===== config.mk =====
export PLATFORM = sky130hd
export DESIGN_NAME = ps2_host_tx
export DESIGN_NICKNAME = d
export VERILOG_FILES = /design/src/rtl/ps2_pkg.sv /design/src/rtl/ps2_sync_edge.sv /design/src/rtl/ps2_host_tx.sv
export SDC_FILE = /design/constraint.sdc
export NUM_CORES = 1
export LEC_CHECK = 0
export ABC_CLOCK_PERIOD_IN_PS = 1800
export BUFFER_PORTS_ARGS = -buffer_cell sky130_fd_sc_hd__buf_2
export CAP_MARGIN = 20
export CORE_ASPECT_RATIO = 1.5
export CORE_UTILIZATION = 52
export CTS_CLUSTER_DIAMETER = 30
export DETAILED_ROUTE_END_ITERATION = 8
export PLACE_DENSITY = 0.75
export SLEW_MARGIN = 30
export SYNTH_ARGS = -nofsm -noshare
export SYNTH_HDL_FRONTEND = slang
export SYNTH_SLANG_ARGS = --single-unit

===== constraint.sdc =====
create_clock -name clk -period 1.8 [get_ports clk]
set_input_delay 0.36 -clock clk [delete_from_list [all_inputs] [get_ports clk]]
set_output_delay 0.36 -clock clk [all_outputs]
set_load 0.005 [all_outputs]

===== src/rtl/ps2_pkg.sv =====
// Shared definitions for the PS/2 host transmitter: FSM states, frame bit indices
// and default timing at a 50 MHz system clock.
package ps2_pkg;

  typedef enum logic [2:0] {
    IDLE,
    INHIBIT,
    START,
    XFER,
    ACK,
    WAIT_IDLE
  } state_t;

  localparam int BIT_W = 4;
  localparam logic [BIT_W-1:0] BIT_PAR  = 4'd8;
  localparam logic [BIT_W-1:0] BIT_STOP = 4'd9;

  localparam int unsigned DEF_INHIBIT_CYCLES = 5000;     // 100 us
  localparam int unsigned DEF_TIMEOUT_CYCLES = 1000000;  // 20 ms

  function automatic logic odd_parity(input logic [7:0] d);
    return ~^d;
  endfunction

endpackage


===== src/rtl/ps2_sync_edge.sv =====
// Two-flop synchronizer for one raw PS/2 line plus a falling-edge pulse on the
// synchronized level. Everything resets to the idle (high) line level.
module ps2_sync_edge (
  input  logic clk,
  input  logic rst,
  input  logic line_in,
  output logic line_sync,
  output logic fall
);

  logic meta, prev;

  always_ff @(posedge clk) begin
    if (rst) begin
      meta      <= 1'b1;
      line_sync <= 1'b1;
      prev      <= 1'b1;
    end else begin
      meta      <= line_in;
      line_sync <= meta;
      prev      <= line_sync;
    end
  end

  assign fall = prev & ~line_sync;

endmodule


===== src/rtl/ps2_host_tx.sv =====
// PS/2 host-to-device byte transmitter with open-drain line enables.
// Define PS2_HOST_TX_TIMEOUT_EN to add a transfer watchdog that aborts a stalled transfer.
module ps2_host_tx
  import ps2_pkg::*;
#(
  parameter int unsigned INHIBIT_CYCLES = DEF_INHIBIT_CYCLES,
  parameter int unsigned TIMEOUT_CYCLES = DEF_TIMEOUT_CYCLES
) (
  input  logic       clk,
  input  logic       rst,
  input  logic [7:0] tx_data,
  input  logic       tx_valid,
  output logic       tx_ready,
  input  logic       ps2_clk_in,
  input  logic       ps2_data_in,
  output logic       ps2_clk_oe,
  output logic       ps2_data_oe,
  output logic       busy,
  output logic       done,
  output logic       ack_err,
  output logic       timeout
);

  localparam int ICW = $clog2(INHIBIT_CYCLES + 1);

  state_t           state, state_n;
  logic [ICW-1:0]   cnt, cnt_n;
  logic [BIT_W-1:0] bitcnt, bit_n;
  logic [7:0]       data_q, data_n;
  logic             clk_oe_n, data_oe_n, busy_n, ready_n, done_n, err_n;
  logic             clk_s, clk_fall, dat_s, unused_dat_fall;

  ps2_sync_edge u_sync_clk (
    .clk(clk), .rst(rst), .line_in(ps2_clk_in), .line_sync(clk_s), .fall(clk_fall)
  );
  ps2_sync_edge u_sync_dat (
    .clk(clk), .rst(rst), .line_in(ps2_data_in), .line_sync(dat_s), .fall(unused_dat_fall)
  );

`ifdef PS2_HOST_TX_TIMEOUT_EN
  localparam int TW = $clog2(TIMEOUT_CYCLES + 1);
  logic [TW-1:0] wd, wd_n;
  logic          to_n;
`else
  localparam int unsigned unused_timeout_cycles = TIMEOUT_CYCLES;
  assign timeout = 1'b0;
`endif

  always_comb begin
    state_n   = state;
    cnt_n     = cnt;
    bit_n     = bitcnt;
    data_n    = data_q;
    clk_oe_n  = ps2_clk_oe;
    data_oe_n = ps2_data_oe;
    busy_n    = busy;
    ready_n   = tx_ready;
    done_n    = 1'b0;
    err_n     = 1'b0;
    case (state)
      IDLE: if (tx_valid && tx_ready) begin
        state_n   = INHIBIT;
        data_n    = tx_data;
        cnt_n     = '0;
        clk_oe_n  = 1'b1;
        data_oe_n = 1'b0;
        busy_n    = 1'b1;
        ready_n   = 1'b0;
      end
      // cnt 0..N-1: clock held low alone; cnt N: clock and data both low
      INHIBIT: if (cnt == ICW'(INHIBIT_CYCLES)) begin
        state_n   = START;
        clk_oe_n  = 1'b0;
        data_oe_n = 1'b1;
      end else begin
        cnt_n = cnt + 1'b1;
        if (cnt == ICW'(INHIBIT_CYCLES - 1)) data_oe_n = 1'b1;
      end
      START: begin
        state_n = XFER;
        bit_n   = '0;
      end
      XFER: if (clk_fall) begin
        bit_n = bitcnt + 1'b1;
        if (bitcnt == BIT_STOP) begin
          data_oe_n = 1'b0;
          state_n   = ACK;
        end else if (bitcnt == BIT_PAR) begin
          data_oe_n = ~odd_parity(data_q);
        end else begin
          data_oe_n = ~data_q[bitcnt[2:0]];
        end
      end
      ACK: if (clk_fall) begin
        state_n = WAIT_IDLE;
        if (!dat_s) done_n = 1'b1;
        else        err_n  = 1'b1;
      end
      WAIT_IDLE: if (clk_s && dat_s) begin
        state_n = IDLE;
        busy_n  = 1'b0;
        ready_n = 1'b1;
      end
      default: state_n = IDLE;
    endcase
`ifdef PS2_HOST_TX_TIMEOUT_EN
    wd_n = wd;
    to_n = 1'b0;
    if (state == INHIBIT) begin
      wd_n = '0;
    end else if (state == START || state == XFER || state == ACK) begin
      if (wd == TW'(TIMEOUT_CYCLES - 1)) begin
        state_n   = IDLE;
        clk_oe_n  = 1'b0;
        data_oe_n = 1'b0;
        busy_n    = 1'b0;
        ready_n   = 1'b1;
        done_n    = 1'b0;
        err_n     = 1'b0;
        to_n      = 1'b1;
      end else begin
        wd_n = wd + 1'b1;
      end
    end
`endif
  end

  always_ff @(posedge clk) begin
    if (rst) begin
      state       <= IDLE;
      cnt         <= '0;
      bitcnt      <= '0;
      data_q      <= '0;
      ps2_clk_oe  <= 1'b0;
      ps2_data_oe <= 1'b0;
      busy        <= 1'b0;
      tx_ready    <= 1'b1;
      done        <= 1'b0;
      ack_err     <= 1'b0;
    end else begin
      state       <= state_n;
      cnt         <= cnt_n;
      bitcnt      <= bit_n;
      data_q      <= data_n;
      ps2_clk_oe  <= clk_oe_n;
      ps2_data_oe <= data_oe_n;
      busy        <= busy_n;
      tx_ready    <= ready_n;
      done        <= done_n;
      ack_err     <= err_n;
    end
  end

`ifdef PS2_HOST_TX_TIMEOUT_EN
  always_ff @(posedge clk) begin
    if (rst) begin
      wd      <= '0;
      timeout <= 1'b0;
    end else begin
      wd      <= wd_n;
      timeout <= to_n;
    end
  end
`endif

endmodule


==> impl_metrics.env <==
export IMPL_clock_latency_ns=0.29
export IMPL_cts_buffer_depth=2
export IMPL_synth_ff_type="dfxtp_1"
export IMPL_fill_cells=279
export IMPL_post_synth_top_count_cell="dfxtp_1"
export IMPL_cts_tree="built"
export IMPL_grt_first_pass_wirelength_mm=7.010
export IMPL_cp_required_ns=2.03
export IMPL_fin_ws_ns=-0.07298
export IMPL_finalWirelength_mm=4.286
export IMPL_ys_types=45
export IMPL_antennaDiodeCount=0
export IMPL_path_clk_slew_ns=0.08
export IMPL_crit_type="flip-flop to flip-flop"
export IMPL_detail_route_antenna_nets=0
export IMPL_p_sw_frac=0.2321
export IMPL_rsz0062_at_grt="true"
export IMPL_numCtsBuffers=5
export IMPL_ios=20
export IMPL_fmaxAchievable_mhz=533.9
export IMPL_hold_path_class="primary input to flip-flop"
export IMPL_vias_per_cell=5.522
export IMPL_finalSetupViolCount=3
export IMPL_area_growth_pct=24.43
export IMPL_clock_sinks=39
export IMPL_synth_fp_nets=232
export IMPL_p_seq_frac=0.485
export IMPL_hold_violations=0
export IMPL_nets=270
export IMPL_synth_top_area_share=0.4086
export IMPL_rows=26
export IMPL_start_util=0.5541
export IMPL_synth_edf_count=0
export IMPL_netlist_instances=214
export IMPL_core_area_um2=3448
export IMPL_fp_dieH_um=76.24
export IMPL_die_area_um2=3926
export IMPL_status="finished, violations left"
export IMPL_finalMaxSlewViolations=0
export IMPL_yosysWarningCount=0
export IMPL_yosys_top_cells_count="dfxtp_1 (39), nor2_1 (34), nand2_1 (10), xnor2_1 (10)"
export IMPL_hp_start="ps2_clk_in"
export IMPL_drt_iter0_markers=37
export IMPL_htreeDepth=2
export IMPL_p_comb_frac=0.120
export IMPL_vias=1629
export IMPL_start_kind="flip-flop"
export IMPL_ys_ff_latch=39
export IMPL_vdd_drop_max_mv=0.6930
export IMPL_power_density_nw_per_um2=795.6
export IMPL_syn_area_um2=1911
export IMPL_place_gp_congestion=0.8644
export IMPL_power_internal_mw=1.452
export IMPL_timing_rr_start="cnt[10]"
export IMPL_fin_crit_sh=1.041
export IMPL_clockPowerShare=0.395
export IMPL_synth_area_leaders="dfxtp_1 (41%), nor2_1 (6.7%), xnor2_1 (4.6%)"
export IMPL_leakage_nw=0.9303
export IMPL_port_buffers=18
export IMPL_die_x_um=51.49
export IMPL_drt_drc_violations_left=0
export IMPL_cts_root_buf="clkbuf_8"
export IMPL_yosys_area_top_type="dfxtp_1"
export IMPL_final_area_um2=2377
export IMPL_maxCapViolations=0
export IMPL_netSwitchingPower_uw=439.0
export IMPL_detail_route_wl_per_cell_um=14.53
export IMPL_crit_path_end_kind="flip-flop"
export IMPL_violations="negative setup slack"
export IMPL_grt_max_degree=29
export IMPL_min_period_ns=1.873
export IMPL_skew_ns=0.009864
export IMPL_post_dp_hpwl_mm=3.071
export IMPL_layout_drive_gt1_share=0.3123
export IMPL_synthArstFlopShare=0
export IMPL_grt_pass1_vias=1587
export IMPL_fin_util=0.6894
export IMPL_grt_use_total=0.2416
export IMPL_placed_area_um2=2176
export IMPL_cp_max_fo=3
export IMPL_antenna_found_initial=0
export IMPL_hold_slack_ns=0.2463
export IMPL_firstDrtPassIters=5
export IMPL_ys_seq_area_frac=0.4086
export IMPL_grt_ovfl_total=0
export IMPL_cts_hold_buffers=0
export IMPL_finalPower_mw=1.891
export IMPL_syn_avg_cell_area_um2=8.928
export IMPL_crit_arrival_ns=2.10
export IMPL_setup_worst_path_start="cnt[10]"
## cell type report
type	count	area, um^2	share of cell area
sequential	39	785.8	0.3305
timing repair buffer	42	274.0	0.1153
inverter	8	30.03	0.01263
clock inverter	2	35.03	0.01474
multi-input combinational	156	1117	0.4700
tap	42	52.55	0.02211
clock buffer	6	82.58	0.03474
## through the flow
step | setup WS (ns) | cells | setup TNS (ns)
2_1_floorplan | -0.03262 | 214 | -0.03262
3_3_place_gp | -0.03054 | 284 | -0.03054
3_5_place_dp | -0.06700 | 284 | -0.1148
4_1_cts | -0.01721 | 294 | -0.02021
5_1_grt | -0.1025 | 295 | -0.3228
6_report | -0.07298 | 295 | -0.1295
## timing repair
action / CTS / global route
pin swaps: 4 / 2
setup buffers: 2 / 1
hold endpoints to repair: 0 / 0
endpoints found under the setup margin: 3 / 7
gates resized for setup: 3 / 14
## registers in the layout (all words and copies together), names as in the netlist, 3 cells and up
name,flops
bitcnt,4
cnt,13
data_q,8
state,3
## per-layer routing
metal / vias up / track usage / share of wire
li1: 821 / - / -
met1: 761 / 0.2296 / 0.37
met2: 32 / 0.4506 / 0.56
met3: 15 / 0.05988 / 0.027
met4: 0 / 0.1216 / 0.039
met5: - / 0 / 0
## power by group through the flow
stage | registers, mW | logic, mW | clock network [mW]
final | 0.918 | 0.226 | 0.747
after detailed placement | 0.938 | 0.209 | 0
after global routing | 0.921 | 0.245 | 0.806
after floorplan | 0.932 | 0.145 | 0
after global placement | 0.935 | 0.206 | 0
after CTS | 0.918 | 0.213 | 0.756
## critical path, cell delays in order, from the launching register on
cell	delay, ns
dfxtp_2	0.33
or4_4	0.55
nor4_4	0.35
o211ai_2	0.14
a2111o_1	0.33
a21oi_1	0.12
## layout by cell type, fill, tap and decap left out, types with 3 or more instances in the layout
cell	netlist	final
a21o_1	3	3
a21oi_1	8	8
buf_2	3	18
buf_4	1	23
clkbuf_8	0	6
dfxtp_1	39	35
dfxtp_2	0	4
ha_1	5	5
inv_1	8	8
mux2i_1	8	8
nand2_1	10	10
nand3_1	7	6
nand3b_1	4	4
nand4_1	6	6
nor2_1	34	33
nor2b_1	4	4
nor3_1	7	7
o21ai_0	5	3
or2_2	7	7
xnor2_1	10	10
xor2_1	7	7
## path summary, 6_finish.rpt
kind / endpoint / slack [ns] / cells after the start
max: state[0] / -0.07 / 5
min: u_sync_clk.meta / 0.25 / 2
max reg2reg: state[0] / -0.07 / 5
min reg2reg: u_sync_dat.line_sync / 0.42 / 1
## logic make-up after synthesis
kind of cell	Yosys count	share of synthesized area
DFF	39	0.4086
buffers and inverters	19	0.04126
adders and majority gates	5	0.03274
other	1	0.001963
AOI/OAI and AO/OA	33	0.1218
and+or+nand+nor	89	0.2443
xor gates and xnor gates	17	0.07793
muxes	11	0.07138
Note: power is estimated with default switching activity, not from simulation.
